File: config.mk
export PLATFORM = sky130hd
export DESIGN_NAME = xbus_protocol_monitor
export DESIGN_NICKNAME = d
export VERILOG_FILES = /design/src/rtl/xbus_protocol_monitor.sv
export SDC_FILE = /design/constraint.sdc
export NUM_CORES = 1
export LEC_CHECK = 0
export BUFFER_PORTS_ARGS = -buffer_cell sky130_fd_sc_hd__buf_4
export CORE_ASPECT_RATIO = 1.4
export CORE_MARGIN = 1
export CORE_UTILIZATION = 56
export CTS_CLUSTER_DIAMETER = 60
export CTS_CLUSTER_SIZE = 20
export DETAILED_ROUTE_END_ITERATION = 6
export HOLD_SLACK_MARGIN = 0.03
export PLACE_DENSITY = 0.81
export SYNTH_ARGS = -nofsm -noshare
export SYNTH_HDL_FRONTEND = slang
export SYNTH_SLANG_ARGS = --single-unit
export TNS_END_PERCENT = 20
File: constraint.sdc
create_clock -name clk_i -period 3.06 [get_ports clk_i]
set_input_delay 0.459 -clock clk_i [delete_from_list [all_inputs] [get_ports clk_i]]
set_output_delay 0.459 -clock clk_i [all_outputs]
set_load 0.02 [all_outputs]
File: src/rtl/xbus_protocol_monitor.sv
// Passive Wishbone-b4 (XBUS) protocol monitor: per-transaction FSM, sticky violation flags,
// saturating counters. Define XBUS_MON_LAT_STATS_EN to add lat_min_o / lat_max_o latency statistics.
module xbus_protocol_monitor #(
  parameter int ADDR_W  = 32,
  parameter int DATA_W  = 32,
  parameter int TIMEOUT = 255,
  parameter int CNT_W   = 16
) (
  input  logic                clk_i,
  input  logic                rstn_i,
  input  logic [ADDR_W-1:0]   xbus_adr_o,
  input  logic [DATA_W-1:0]   xbus_dat_o,
  input  logic                xbus_we_o,
  input  logic [DATA_W/8-1:0] xbus_sel_o,
  input  logic                xbus_stb_o,
  input  logic                xbus_cyc_o,
  input  logic                xbus_ack_i,
  input  logic                xbus_err_i,
  input  logic                clr_i,
  output logic                busy_o,
  output logic [6:0]          viol_o,
  output logic                viol_pulse_o,
  output logic [CNT_W-1:0]    txn_cnt_o,
  output logic [CNT_W-1:0]    err_cnt_o
`ifdef XBUS_MON_LAT_STATS_EN
  ,
  output logic [CNT_W-1:0]    lat_min_o,
  output logic [CNT_W-1:0]    lat_max_o
`endif
);

  localparam int SEL_W = DATA_W / 8;
  localparam logic [CNT_W-1:0] CNT_MAX = {CNT_W{1'b1}};
  localparam logic [CNT_W-1:0] TO_VAL  = CNT_W'(TIMEOUT);

  typedef enum logic [1:0] {IDLE, BUSY, HANG} state_e;

  state_e              state_q, state_d;
  logic [ADDR_W-1:0]   adr_q, adr_d;
  logic [DATA_W-1:0]   dat_q, dat_d;
  logic                we_q, we_d;
  logic [SEL_W-1:0]    sel_q, sel_d;
  logic [CNT_W-1:0]    wait_q, wait_d, wait_inc;
  logic [6:0]          viol_q, viol_d, flags;
  logic                pulse_q, pulse_d;
  logic [CNT_W-1:0]    txn_q, txn_d, err_q, err_d;
  logic                rsp, done;

  always_comb begin
    state_d  = state_q;
    adr_d    = adr_q;
    dat_d    = dat_q;
    we_d     = we_q;
    sel_d    = sel_q;
    wait_d   = wait_q;
    flags    = '0;
    done     = 1'b0;
    rsp      = xbus_ack_i | xbus_err_i;
    // Saturating so the latency stays meaningful when the timeout check is disabled.
    wait_inc = (wait_q == CNT_MAX) ? wait_q : wait_q + CNT_W'(1);
    flags[0] = xbus_ack_i & xbus_err_i;
    flags[4] = xbus_stb_o & ~xbus_cyc_o;
    case (state_q)
      IDLE: begin
        flags[1] = rsp;
        if (xbus_stb_o && xbus_cyc_o) begin
          adr_d   = xbus_adr_o;
          dat_d   = xbus_dat_o;
          we_d    = xbus_we_o;
          sel_d   = xbus_sel_o;
          wait_d  = '0;
          state_d = BUSY;
        end
      end
      BUSY: begin
        flags[2] = xbus_stb_o;
        flags[6] = xbus_cyc_o & ((xbus_adr_o != adr_q) | (xbus_we_o != we_q) |
                                 (xbus_sel_o != sel_q) | (we_q & (xbus_dat_o != dat_q)));
        if (rsp) begin
          done    = 1'b1;
          state_d = IDLE;
        end else if (!xbus_cyc_o) begin
          flags[3] = 1'b1;
          state_d  = IDLE;
        end else begin
          wait_d = wait_inc;
          if ((TIMEOUT != 0) && (wait_inc == TO_VAL)) begin
            flags[5] = 1'b1;
            state_d  = HANG;
          end
        end
      end
      HANG: begin
        flags[1] = rsp;
        if (!xbus_cyc_o) state_d = IDLE;
      end
      default: state_d = IDLE;
    endcase

    // The pulse reflects newly raised bits even when clr_i wipes them this cycle.
    pulse_d = |(flags & ~viol_q);
    viol_d  = clr_i ? '0 : (viol_q | flags);
    txn_d   = clr_i ? '0 : ((done && txn_q != CNT_MAX) ? txn_q + CNT_W'(1) : txn_q);
    err_d   = clr_i ? '0 : ((done && xbus_err_i && err_q != CNT_MAX) ? err_q + CNT_W'(1) : err_q);
  end

  always_ff @(posedge clk_i or negedge rstn_i) begin
    if (!rstn_i) begin
      state_q <= IDLE;
      adr_q   <= '0;
      dat_q   <= '0;
      we_q    <= 1'b0;
      sel_q   <= '0;
      wait_q  <= '0;
      viol_q  <= '0;
      pulse_q <= 1'b0;
      txn_q   <= '0;
      err_q   <= '0;
    end else begin
      state_q <= state_d;
      adr_q   <= adr_d;
      dat_q   <= dat_d;
      we_q    <= we_d;
      sel_q   <= sel_d;
      wait_q  <= wait_d;
      viol_q  <= viol_d;
      pulse_q <= pulse_d;
      txn_q   <= txn_d;
      err_q   <= err_d;
    end
  end

  assign busy_o       = (state_q == BUSY) || (state_q == HANG);
  assign viol_o       = viol_q;
  assign viol_pulse_o = pulse_q;
  assign txn_cnt_o    = txn_q;
  assign err_cnt_o    = err_q;

`ifdef XBUS_MON_LAT_STATS_EN
  logic [CNT_W-1:0] lat_min_q, lat_min_d, lat_max_q, lat_max_d;

  always_comb begin
    lat_min_d = lat_min_q;
    lat_max_d = lat_max_q;
    if (clr_i) begin
      lat_min_d = CNT_MAX;
      lat_max_d = '0;
    end else if (done) begin
      if (wait_inc < lat_min_q) lat_min_d = wait_inc;
      if (wait_inc > lat_max_q) lat_max_d = wait_inc;
    end
  end

  always_ff @(posedge clk_i or negedge rstn_i) begin
    if (!rstn_i) begin
      lat_min_q <= CNT_MAX;
      lat_max_q <= '0;
    end else begin
      lat_min_q <= lat_min_d;
      lat_max_q <= lat_max_d;
    end
  end

  assign lat_min_o = lat_min_q;
  assign lat_max_o = lat_max_q;
`endif

endmodule

; Word-level counts from Yosys, hierarchy flattened
; Index checks and enable logic that the tools add are counted.
[word_totals]
register_bits = 127
[op_classes]
n_reduce_logical = 14
bitwise = 12
muxes = 26
eq_ne = 15
addsub = 3
[op_table]
columns = operator, n
row1 = two-way mux 16 bit, 8
row2 = != test 32 bit, 2
row3 = adder 16 x 1 -> 16 bit (second input constant), 3
row4 = != test 16 bit (second input constant), 2
row5 = case mux 16 bit (2 select lines), 1
row6 = == test 16 bit (second input constant), 1
row7 = == test 16 x 8 -> 1 bit (second input constant), 1
row8 = two-way mux 2 bit, 7
row9 = two-way mux 1 bit, 8
row10 = != test 2 bit (second input constant), 4
row11 = bitwise AND 7 bit, 1
row12 = two-way mux 7 bit, 1
row13 = inverter 7 bit, 1
row14 = OR 7 bit, 1
row15 = OR reduction 7 bit, 1
row16 = case mux 2 bit (3 select lines), 1
row17 = nonzero test 2 bit, 3
row18 = bitwise AND 1 bit, 4
row19 = logical AND 1 bit, 4
row20 = != test 4 bit, 1
row21 = != test 4 bit (second input constant), 1
row22 = OR 1 bit, 4
row23 = AND reduction 4 bit, 1
row24 = AND reduction 3 bit, 1
row25 = other kinds (8), 8

; Logic depth before layout (Yosys ltp)
[logic_depth]
depth_word = 9
ltp_mapped = 9
depth_no_buf = 9

; Worst setup path before layout
; OpenSTA, ideal clock, no wires.
[synth_path]
path_kind = reg2reg
start = register wait_q[0]
end = register state_q[0]
arrival_ns = 2.066
slack_ns = 0.869
n_path_buf = 0
path_stages_with_launch = 9
period_less_slack_ns = 2.191
path_cell_list = dfrtp_1 -> ha_1 -> and4_1 -> o2111ai_1 -> nor2_2 -> and4_1 -> o2111ai_2 -> a21oi_2 -> mux2_4
[synth_via]
elab_chain_cells = 5
elab_cells_between_ends = 6
cone_classes = add/sub (1) / eq/ne (3) / mux (1) / reduce/logical (1)
[synth_lines]
columns = item, line_no
row1 = from (decl), 43  ; logic [CNT_W-1:0] wait_q, wait_d, wait_inc;
row2 = from (signal assigned), 125  ; wait_q <= wait_d;
row3 = adder 16 x 1 -> 16 bit or == test 16 bit (tied branches), 60  ; wait_inc = (wait_q == CNT_MAX) ? wait_q : wait_q + CNT_W'(1);
row4 = two-way mux 16 bit (*), 60
row5 = == test 16 x 8 -> 1 bit (*), 87  ; if ((TIMEOUT != 0) && (wait_inc == TO_VAL)) begin
row6 = != test 4 bit (no line) (*), -
row7 = AND reduction 3 bit (no line) (*), -
row8 = to (signal assigned), 120  ; state_q <= state_d;
row9 = to (decl), 38  ; state_e state_q, state_d;
; Every way passes the cells marked *; elsewhere a longest branch is shown, timed or not.
; A chain may end at the register's enable or synchronous reset.

; Worst setup path after layout
; Ends and elaborated chain as after synthesis.

==> results.cfg <==
[synth]
yosysUniqueCellTypes = 53
synth_top_family_by_area = simple AND/OR/NAND/NOR gates
post_synth.cell_area_avg_sq_um = 11.0
yosys.area_share.simple_pct = 14.7
synth_compound_area_share_pct = 6.62
synth_cells = 587
ys.flop_type = dfrtp_1
synth-edff-count = 0
synth_xor_area_share_pct = 13.6
yosys.area_share.adder_pct = 1.16
yosys-mux-area-fraction_pct = 13.0
ys_seq_area_share_pct = 49.0
syn-num-nets = 669
async_flop_share_pct = 100
yosys_warnings = 0
synth_seq_cells = 127
synth_area_sq_um = 6490

[grt]
grt_usage_pct = 24.8
antenna_found_initial = 0
grt_pass1_wl_microns = 23200
grt_overflow = 0
grt_max_degree = 79
grt_pass1_vias = 5042

[cells_and_area]
antenna_cells = 0
final_cells = 864
syn2layout_area_growth_pct = 24.6
n_fill_cell = 804
utilization_pct = 71.6
nets = 792
final_cell_area_sq_um = 8080
drive_gt1_share_pct = 32.9

[drt]
drc = 0
drtIter0Drc = 189
vias = 4893
wire_per_inst_microns = 16.4
totalWireLength_microns = 14200
vias_per_cell = 5.66
ant_nets = 0
first_pass_iters = 4

[cts]
tritoncts.num_buffers = 17
clock_sinks = 127
path_clk_slew_ns = 0.05
clock_latency_ns = 0.40
cts_tree = built
cts_max_path_buffers = 2
ctsRootBufferMaster = clkbuf_16
cts_max_level = 4

[setup_path]
cp-start-kind = flip-flop
crit_type = reg2reg
cp.buffers_inverters = 0
path_max_fanout = 6
cp-end-kind = flip-flop
path_cells = ha_1, nand4_1, nor2_1, xor2_1, nor4_1, o2111ai_2, a21oi_2, mux2_4
required_ns = 3.35
cpLargestDelayFamily = simple AND/OR/NAND/NOR gates
cp.arrival_ns = 2.78
cpMaxStageDelayCell = dfrtp_1
r2r_slack_ns = 0.57
crit_path_max_incr_delay_ns = 0.38

[job]
maxCapViolCount = 0

[floorplanning]
io_pins = 117
start_util_pct = 57.5
rows = 46
die_x_microns = 93.0
die_height_microns = 129
dieArea_sq_um = 12000
coreArea_sq_um = 11300

[pwr]
leakage_nw = 3.67
ir_drop_mv = 0.602
power_density_nw_per_um2 = 766

[place]
dpl.hpwl_microns = 10100
postPlaceCellArea_sq_um = 7520
gp_congestion = 0.931
numPlacedInstances = 834
portBuffers = 116

[timing]
worst_slew_pin_slew_ns = 0.949
max_freq_mhz = 401
tns_ns = 0
drv_slew = 0
period_share_pct = 81.5
relSlewSlack_pct = 36.7
fin_skew_ns = 0.00792
setup_viol = 0
rsz0062_at_grt = false
hold_viol = 0
fin_crit_ns = 2.49

[min_path]
hold_path_class = in2reg

[outcome]
outcome = complete, no violations
power breakdown:
part | leakage, nW | switching (mW) | internal [mW] | total (mW)
logic | 1.79 | 0.765 | 0.935 | 1.70
clock network | 0.267 | 0.676 | 1.18 | 1.86
registers | 1.61 | 0.407 | 2.22 | 2.63
path summary, 6_finish.rpt:
check,start,end,cells past startpoint
max in group asynchronous,rstn_i,adr_q[28],3
hold / removal,xbus_adr_o[13],adr_q[13],2
min in group asynchronous,rstn_i,wait_q[7],2
setup reg to reg,wait_q[0],state_q[0],8
hold reg to reg,adr_q[25],adr_q[25],1
setup / recovery,wait_q[0],state_q[0],8
area by class of cell:
cell class | instances | area, sq um | share of cell area [%]
flip-flops and latches | 127 | 3180 | 39.3
clock inverters | 6 | 60.1 | 0.743
multi-input cells | 430 | 3200 | 39.6
inverters | 12 | 45.0 | 0.558
well taps | 144 | 180 | 2.23
repair buffers | 122 | 931 | 11.5
clock buffers | 23 | 488 | 6.04
routing by layer:
layer  GRT usage (%)  wire [microns]  part of all wire, %  vias up
met4            11.2             370                  2.6        0
met1            26.5            5340                   38     2428
met2            45.4            7820                   55      128
li1                -               -                    -     2313
met5               0               0                    0        -
met3            6.46             645                  4.5       24
stage by stage:
stage | hold slack (ns) | worst slack, ns | power, mW
after global placement | 0.392 | 0.719 | 4.22
final | 0.304 | 0.566 | 6.19
after floorplan | 0.163 | 0.869 | 3.82
after CTS | 0.291 | 0.574 | 6.24
after global routing | 0.294 | 0.452 | 6.52
after detailed placement | 0.392 | 0.629 | 4.35
flip-flops by register name, indices dropped and copies added, names as in the netlist:
signal,count
txn_cnt_o,16
adr_q,32
state_q,2
dat_q,32
wait_q,16
viol_o,7
err_cnt_o,16
sel_q,4
viol_pulse_o,1
we_q,1
synth_stat cells, types with 5 or more instances:
master	count	area [sq um]
o21ai_0	18	90.1
nand2_1	36	135
inv_1	12	45.0
ha_1	6	75.1
buf_1	7	26.3
dfrtp_1	127	3180
and4_1	7	61.3
nor2_1	58	218
o31ai_1	6	45.0
nand3_1	23	115
a21oi_1	14	70.1
nor3_1	5	25.0
nand4_1	18	113
mux2_2	70	788
xor2_1	79	692
clkbuf_1	7	26.3
nor4_1	17	106
xnor2_1	22	193
cell usage in the layout, fill, tap and decap left out, types with 4 or more instances in the layout:
cell type and n:
inv_1 12, nor3_1 5, mux2i_1 4, dfrtp_1 127, nand4_1 18, clkbuf_16 17
nand2_1 36, mux2_2 70, o31ai_1 6, nor2_1 58, clkbuf_8 4, buf_4 120
xnor2_1 22, o21ai_0 18, o22ai_1 4, a21oi_1 14, and3_1 4, xor2_1 79
nand3_1 22, nor4_1 17, and4_1 7, ha_1 6
cells by family after synthesis:
family / Yosys count
simple gates: 185
flops: 127
xor+xnor: 101
mux: 75
compound gates: 63
buf+inv: 30
fa+ha+maj: 6
timing repair:
| action | 4_1_cts | 5_1_grt |
|---|---|---|
| setup buffers | 0 | 0 |
| setup endpoints to repair | 0 | 0 |
| hold buffers | 1 | 0 |
| gates resized for setup | 0 | 0 |
| hold endpoints to repair | 24 | 0 |
Note: power is estimated with default switching activity, not from simulation.
